--- config.mk ---
export PLATFORM = sky130hd
export DESIGN_NAME = branch_resolve_ctrl
export DESIGN_NICKNAME = d
export VERILOG_FILES = /design/src/rtl/branch_resolve_ctrl.sv
export SDC_FILE = /design/constraint.sdc
export NUM_CORES = 1
export LEC_CHECK = 0
export ABC_CLOCK_PERIOD_IN_PS = 2090
export CAP_MARGIN = 20
export CORE_AREA = 2 2 118 120
export DETAILED_ROUTE_END_ITERATION = 12
export DIE_AREA = 0 0 120 122
export GPL_TIMING_DRIVEN = 0
export SLEW_MARGIN = 20
export SYNTH_ARGS = -nofsm -noshare
export SYNTH_HDL_FRONTEND = slang
export SYNTH_SLANG_ARGS = --single-unit
--- constraint.sdc ---
create_clock -name clk -period 2.09 [get_ports clk]
set_input_delay 0.209 -clock clk [delete_from_list [all_inputs] [get_ports clk]]
set_output_delay 0.209 -clock clk [all_outputs]
set_load 0.005 [all_outputs]
--- src/rtl/branch_resolve_ctrl.sv ---
// Purpose : resolves SPARC delayed control transfers (Bicc/CALL/JMPL) from ID into a fetch
//           redirect and delay-slot squash; flags DCTI couples; keeps saturating branch statistics.
// Latency : 1 cycle, because decisions made at the resolve edge are registered and valid the next cycle.
// Backpr. : stall freezes the FSM, all registered outputs and the counters; there is no other flow control.
// Ports   : clk/rst_n (async active-low); stall; ID decode (id_valid, id_is_*, id_a, id_cond);
//           br_taken, br_target, jmpl_target in; redirect/target/annul_ds/dcti_err and
//           br_cnt/taken_cnt/annul_cnt out.
module branch_resolve_ctrl #(
  parameter int ADDR_W = 32,
  parameter int CNT_W  = 16
) (
  input  logic              clk,
  input  logic              rst_n,
  input  logic              stall,
  input  logic              id_valid,
  input  logic              id_is_bicc,
  input  logic              id_is_call,
  input  logic              id_is_jmpl,
  input  logic              id_a,
  input  logic [3:0]        id_cond,
  input  logic              br_taken,
  input  logic [ADDR_W-1:0] br_target,
  input  logic [ADDR_W-1:0] jmpl_target,
  output logic              redirect,
  output logic [ADDR_W-1:0] target,
  output logic              annul_ds,
  output logic              dcti_err,
  output logic [CNT_W-1:0]  br_cnt,
  output logic [CNT_W-1:0]  taken_cnt,
  output logic [CNT_W-1:0]  annul_cnt
);

  typedef enum logic {
    S_IDLE = 1'b0,  // no CTI in flight
    S_DS   = 1'b1   // previous unstalled edge resolved a CTI; its delay slot is now in ID
  } state_t;

  state_t state_q, state_d;

  logic              redirect_q, redirect_d;
  logic [ADDR_W-1:0] target_q,   target_d;
  logic              annul_q,    annul_d;
  logic              dcti_q,     dcti_d;
  logic [CNT_W-1:0]  br_cnt_q,    br_cnt_d;
  logic [CNT_W-1:0]  taken_cnt_q, taken_cnt_d;
  logic [CNT_W-1:0]  annul_cnt_q, annul_cnt_d;

  // Type decode: inputs should be one-hot, but if several are set JMPL wins, then CALL.
  logic sel_jmpl, sel_call, sel_bicc;
  logic cti, take, annul, resolve;

  assign sel_jmpl = id_is_jmpl;
  assign sel_call = id_is_call & ~id_is_jmpl;
  assign sel_bicc = id_is_bicc & ~id_is_call & ~id_is_jmpl;
  assign cti      = id_valid & (id_is_bicc | id_is_call | id_is_jmpl);

  assign take     = cti & (sel_call | sel_jmpl | (sel_bicc & br_taken));
  // BA,a annuls even though taken; BN,a annuls because it is never taken.
  assign annul    = cti & sel_bicc & id_a & (~br_taken | (id_cond == 4'b1000));
  assign resolve  = (state_q == S_IDLE) & ~stall & cti;

  function automatic logic [CNT_W-1:0] sat_inc(input logic [CNT_W-1:0] c, input logic en);
    return (en && (c != {CNT_W{1'b1}})) ? c + CNT_W'(1) : c;
  endfunction

  // State register
  always_ff @(posedge clk or negedge rst_n) begin
    if (!rst_n) begin
      state_q <= S_IDLE;
    end else begin
      state_q <= state_d;
    end
  end

  // Next-state logic
  always_comb begin
    state_d = state_q;
    if (!stall) begin
      case (state_q)
        S_IDLE:  if (cti) state_d = S_DS;
        S_DS:    state_d = S_IDLE;
        default: state_d = S_IDLE;
      endcase
    end
  end

  // Output / counter next-values. Everything holds under stall; otherwise the
  // redirect/squash pulse lives for exactly one unstalled cycle.
  always_comb begin
    redirect_d  = redirect_q;
    target_d    = target_q;
    annul_d     = annul_q;
    dcti_d      = dcti_q;
    br_cnt_d    = br_cnt_q;
    taken_cnt_d = taken_cnt_q;
    annul_cnt_d = annul_cnt_q;
    if (!stall) begin
      redirect_d = 1'b0;
      target_d   = '0;
      annul_d    = 1'b0;
      dcti_d     = 1'b0;
      case (state_q)
        S_IDLE: begin
          if (cti) begin
            redirect_d = take;
            target_d   = take ? (sel_jmpl ? jmpl_target : br_target) : '0;
            annul_d    = annul;
          end
        end
        S_DS: begin
          // A CTI sitting in a delay slot is an error unless that slot is being squashed.
          dcti_d = cti & ~annul_q;
        end
        default: ;
      endcase
    end
    if (resolve) begin
      br_cnt_d    = sat_inc(br_cnt_q,    sel_bicc);
      taken_cnt_d = sat_inc(taken_cnt_q, sel_bicc & br_taken);
      annul_cnt_d = sat_inc(annul_cnt_q, annul);
    end
  end

  // Output / counter registers
  always_ff @(posedge clk or negedge rst_n) begin
    if (!rst_n) begin
      redirect_q  <= 1'b0;
      target_q    <= '0;
      annul_q     <= 1'b0;
      dcti_q      <= 1'b0;
      br_cnt_q    <= '0;
      taken_cnt_q <= '0;
      annul_cnt_q <= '0;
    end else begin
      redirect_q  <= redirect_d;
      target_q    <= target_d;
      annul_q     <= annul_d;
      dcti_q      <= dcti_d;
      br_cnt_q    <= br_cnt_d;
      taken_cnt_q <= taken_cnt_d;
      annul_cnt_q <= annul_cnt_d;
    end
  end

  assign redirect  = redirect_q;
  assign target    = target_q;
  assign annul_ds  = annul_q;
  assign dcti_err  = dcti_q;
  assign br_cnt    = br_cnt_q;
  assign taken_cnt = taken_cnt_q;
  assign annul_cnt = annul_cnt_q;

endmodule
==> summary.md, run 1 <==
| Metric | Value |
|---|---|
| Outcome | `complete, no violations` |
| Most common cell in the netlist | `dfrtp_1` |
| Post-synthesis cell count | `370` |
| Maximum clock frequency | `~520 MHz` |
| First-pass GRT wire length | `16,900 um` |
| Clk pin slew, worst setup/hold paths | `0.06 ns` |
| Final Hold Viols | `0` |
| R2R depth | `5` |
| Synth cell count leaders | `dfrtp_1 (84), nand2_1 (55), mux2i_1 (32), o21ai_0 (32), nor2_1 (22)` |
| Startpoint types | `flop` |
| Hold depth | `3` |
| Clk_lat worst skew | `~0.34 ns` |
| Post-DP HPWL | `~8000 um` |
| ANT nets after route | `0` |
| Clock skew | `about 0.0045 ns` |
| Mapped Area | `3920 um^2` |
| Fraction of layout cells with a size suffix above 1 | `6.45%` |
| Hold Crit Class | `primary input to flop` |
| Max-slew headroom | `a little over half` |
| Row cnt | `43` |
| Max-slew violations | `0` |
| Async SR Flop Fraction | `100%` |
| Die area | `14,600 um^2` |
| Syn-to-layout area delta | `54.2%` |
| TritonRoute pass-1 iters | `4` |
| Critical path class | `flop to flop` |
| Worst Hold Path EP | `target[31]` |
| Port bufs | `158` |
| Antenna Cells | `0` |
| Die height | `122 um` |
| Initial core utilization | `29.0%` |
| MaxCap Viol Count | `0` |
| Power Density | `639 nW/um^2` |
| Reg2reg setup slack | `roughly 0.17 ns` |
| Starting DRC count in detailed routing | `152` |
| Slew at the pin closest to its max-slew limit | `0.714 ns` |
| Setup TNS | `0 ns` |
| Top delay family on crit path | `simple AND/OR/NAND/NOR gates` |
| Floorplan die width | `120 um` |
| Synth top area share | `53.7%` |
| Total number of yosys warnings | `0` |
| Wire length on met2 | `a little over 5000 um` |
| Crit end category | `flop` |
| Leading post-synthesis cells by cell area | `dfrtp_1 (54%), mux2i_1 (8.2%), nand2_1 (5.3%), xor2_1 (4.5%), xnor2_1 (4.2%)` |
| DR WL met3 | `601 um` |
| Pleak | `around 2.6 nW` |
| Nets | `623` |
| Post-Route M1 WL | `around 4600 um` |
| CTS tree | `yes` |
| Clock sink count | `84` |
| Required @ worst endpoint | `roughly 2.4 ns` |
| Gr ovfl total | `0` |
| Top Ports | `160` |
| Worst-path cell chain | `nor3b_4, nand3_2, or4_4, nor3_2, xor2_1` |
| Unrepaired setup endpoints after global routing | `false` |
| Largest net degree at the start of global routing | `between 40 and 50` |
| Syn nets | `450` |
| Tcrit/Tclk final | `91.9%` |
| CP Data Arrival Time | `2.18 ns` |
| GPL Wtd Cong | `~0.8` |
| Post-layout min period | `~1.9 ns` |
| Wirelength, routed | `around 11,000 um` |
| Multi-input logic area | `1730 um^2` |
| Number of remaining DRC errors | `0` |
| Via count | `3,349` |
| Root Buffer | `clkbuf_16` |
| Number of global-route vias before repair | `3,325` |
| Max VDD drop | `0.000260 V` |
| Cell at the slowest stage of the critical path | `or4_4` |
| Worst r2r dst | `br_cnt[14]` |
| Post-synth EDFFs | `0` |
| Fillers | `1,261` |
| Fin util | `44.7%` |
| Slowest stage delay, CP | `0.60 ns` |
| Yosys top cell by area | `dfrtp_1` |
| CTS buffer count | `9` |
| CTS max path bufs | `2` |
| Overall routing resource usage | `14.8%` |
| Syn Area/Cell | `between 10 and 15 um^2` |
| WL/cell | `between 10 and 15 um` |
| Hold path start | `id_is_jmpl` |
| CP Max Fanout | `6` |
| Top routing layer in use | `met4` |
| Distinct cells, synth | `41` |
| Initial antenna violation count | `0` |
| # setup viols final | `0` |
| Commonest register cell after synthesis | `dfrtp_1` |
| Synth Register Bits | `84` |
| Seq/Total Area, Yosys | `53.7%` |
| H-tree depth | `3` |
| Vias per std cell | `4.63` |
| Reg area | `around 2100 um^2` |
| Buf+Inv Stages, Crit Path | `0` |
| Core footprint | `between 10,000 and 15,000 um^2` |
| RR Startpoint | `state_q` |
==> power breakdown <==
group / leakage (nW) / switching [W] / internal, W
clock network: 0.125 / 0.000582 / 0.000836
registers: 1.12 / 0.0000968 / 0.00173
logic: 1.38 / 0.000224 / 0.000391
total: 2.63 / 0.000903 / 0.00296
==> worst min-delay path: stages <==
cell     delay (ns)
buf_6          0.13
mux2i_1        0.08
o21ai_0        0.13
==> layer usage <==
layer / vias up / track usage, %
li1: 1635 / -
met2: 106 / 25.0
met1: 1590 / 17.9
met3: 18 / 3.18
met5: - / 0
met4: 0 / 7.50
==> cells by family (layout without fill, tap and decap cells) <==
kind of cell | after synthesis | after routing | share of synthesized area [%]
AND/OR/NAND/NOR | 135 | 135 | 17.2
flip-flops | 84 | 84 | 53.7
AO/OA/AOI/OAI | 47 | 47 | 7.22
XOR/XNOR | 39 | 39 | 8.72
multiplexers | 37 | 37 | 9.62
buffers and inverters | 25 | 198 | 2.62
adder cells (fa/ha/maj) | 3 | 3 | 0.959
==> worst max path at each step <==
stage                             from       endpoint  slack (ns)  cells past startpoint
after floorplan           annul_cnt[0]  annul_cnt[11]        0.28                      6
after global placement           rst_n   annul_cnt[2]       -2.27                      1
after detailed placement         stall  taken_cnt[14]       -0.20                      6
after CTS                 annul_cnt[0]  annul_cnt[11]       0.003                      6
after global routing           state_q     br_cnt[14]        0.02                      5
final                          state_q     br_cnt[14]        0.17                      5
==> flip-flops by register name, indices dropped and copies added, names as in the netlist <==
register   flops
dcti_err       1
annul_ds       1
br_cnt        16
annul_cnt     16
taken_cnt     16
target        32
redirect       1
state_q        1
==> final cells by class <==
cell class | count | share of cell area (%)
plain buffers | 13 | 0.953
clock buffers | 11 | 4.18
inverters | 12 | 0.746
multi-input cells | 261 | 28.7
flip-flops and latches | 84 | 34.8
well taps | 180 | 3.73
repair buffers | 162 | 26.9
==> cells in the final DEF, fill, tap and decap left out, types with 5 or more instances in the layout <==
cell type,instances
clkbuf_1,10
clkbuf_16,9
clkdlybuf4s50_1,157
dfrtp_1,84
inv_1,12
mux2_2,5
mux2i_1,32
nand2_1,55
nand3_1,9
nand4_1,17
nor2_1,22
nor3_1,11
o21ai_0,32
xnor2_1,19
xor2_1,20
==> metrics by stage <==
stage                     total power [W]  area (um^2)  worst slack (ns)  instances  hold slack [ns]
after floorplan                   0.00202         3920             0.282        370          -0.0866
after global placement            0.00246         5720             -2.27        708            0.467
after detailed placement          0.00248         5740            -0.202        709            0.244
after CTS                         0.00393         6010           0.00332        721            0.239
after global routing              0.00406         6040            0.0171        723            0.271
final                             0.00386         6040             0.169        723            0.246
==> timing repair <==
item                                    CTS  global route
hold buffers                              1             0
hold endpoints to repair                 42             0
resized for setup                         1             3
endpoints found under the setup margin    9            15
pin swaps                                 0             2
buffers inserted                          0             2
No activity file was read; power rests on OpenSTA's default activity.
==> run 2, diff against run 1 <==
--- a/config.mk
+++ b/config.mk
@@ -10,6 +10,7 @@
 export CORE_AREA = 2 2 118 120
 export DETAILED_ROUTE_END_ITERATION = 12
 export DIE_AREA = 0 0 120 122
+export GPL_ROUTABILITY_DRIVEN = 0
 export GPL_TIMING_DRIVEN = 0
 export SLEW_MARGIN = 20
 export SYNTH_ARGS = -nofsm -noshare
==> results of run 2 <==
The final DEF is identical to that of run 1; final timing and power are the same.
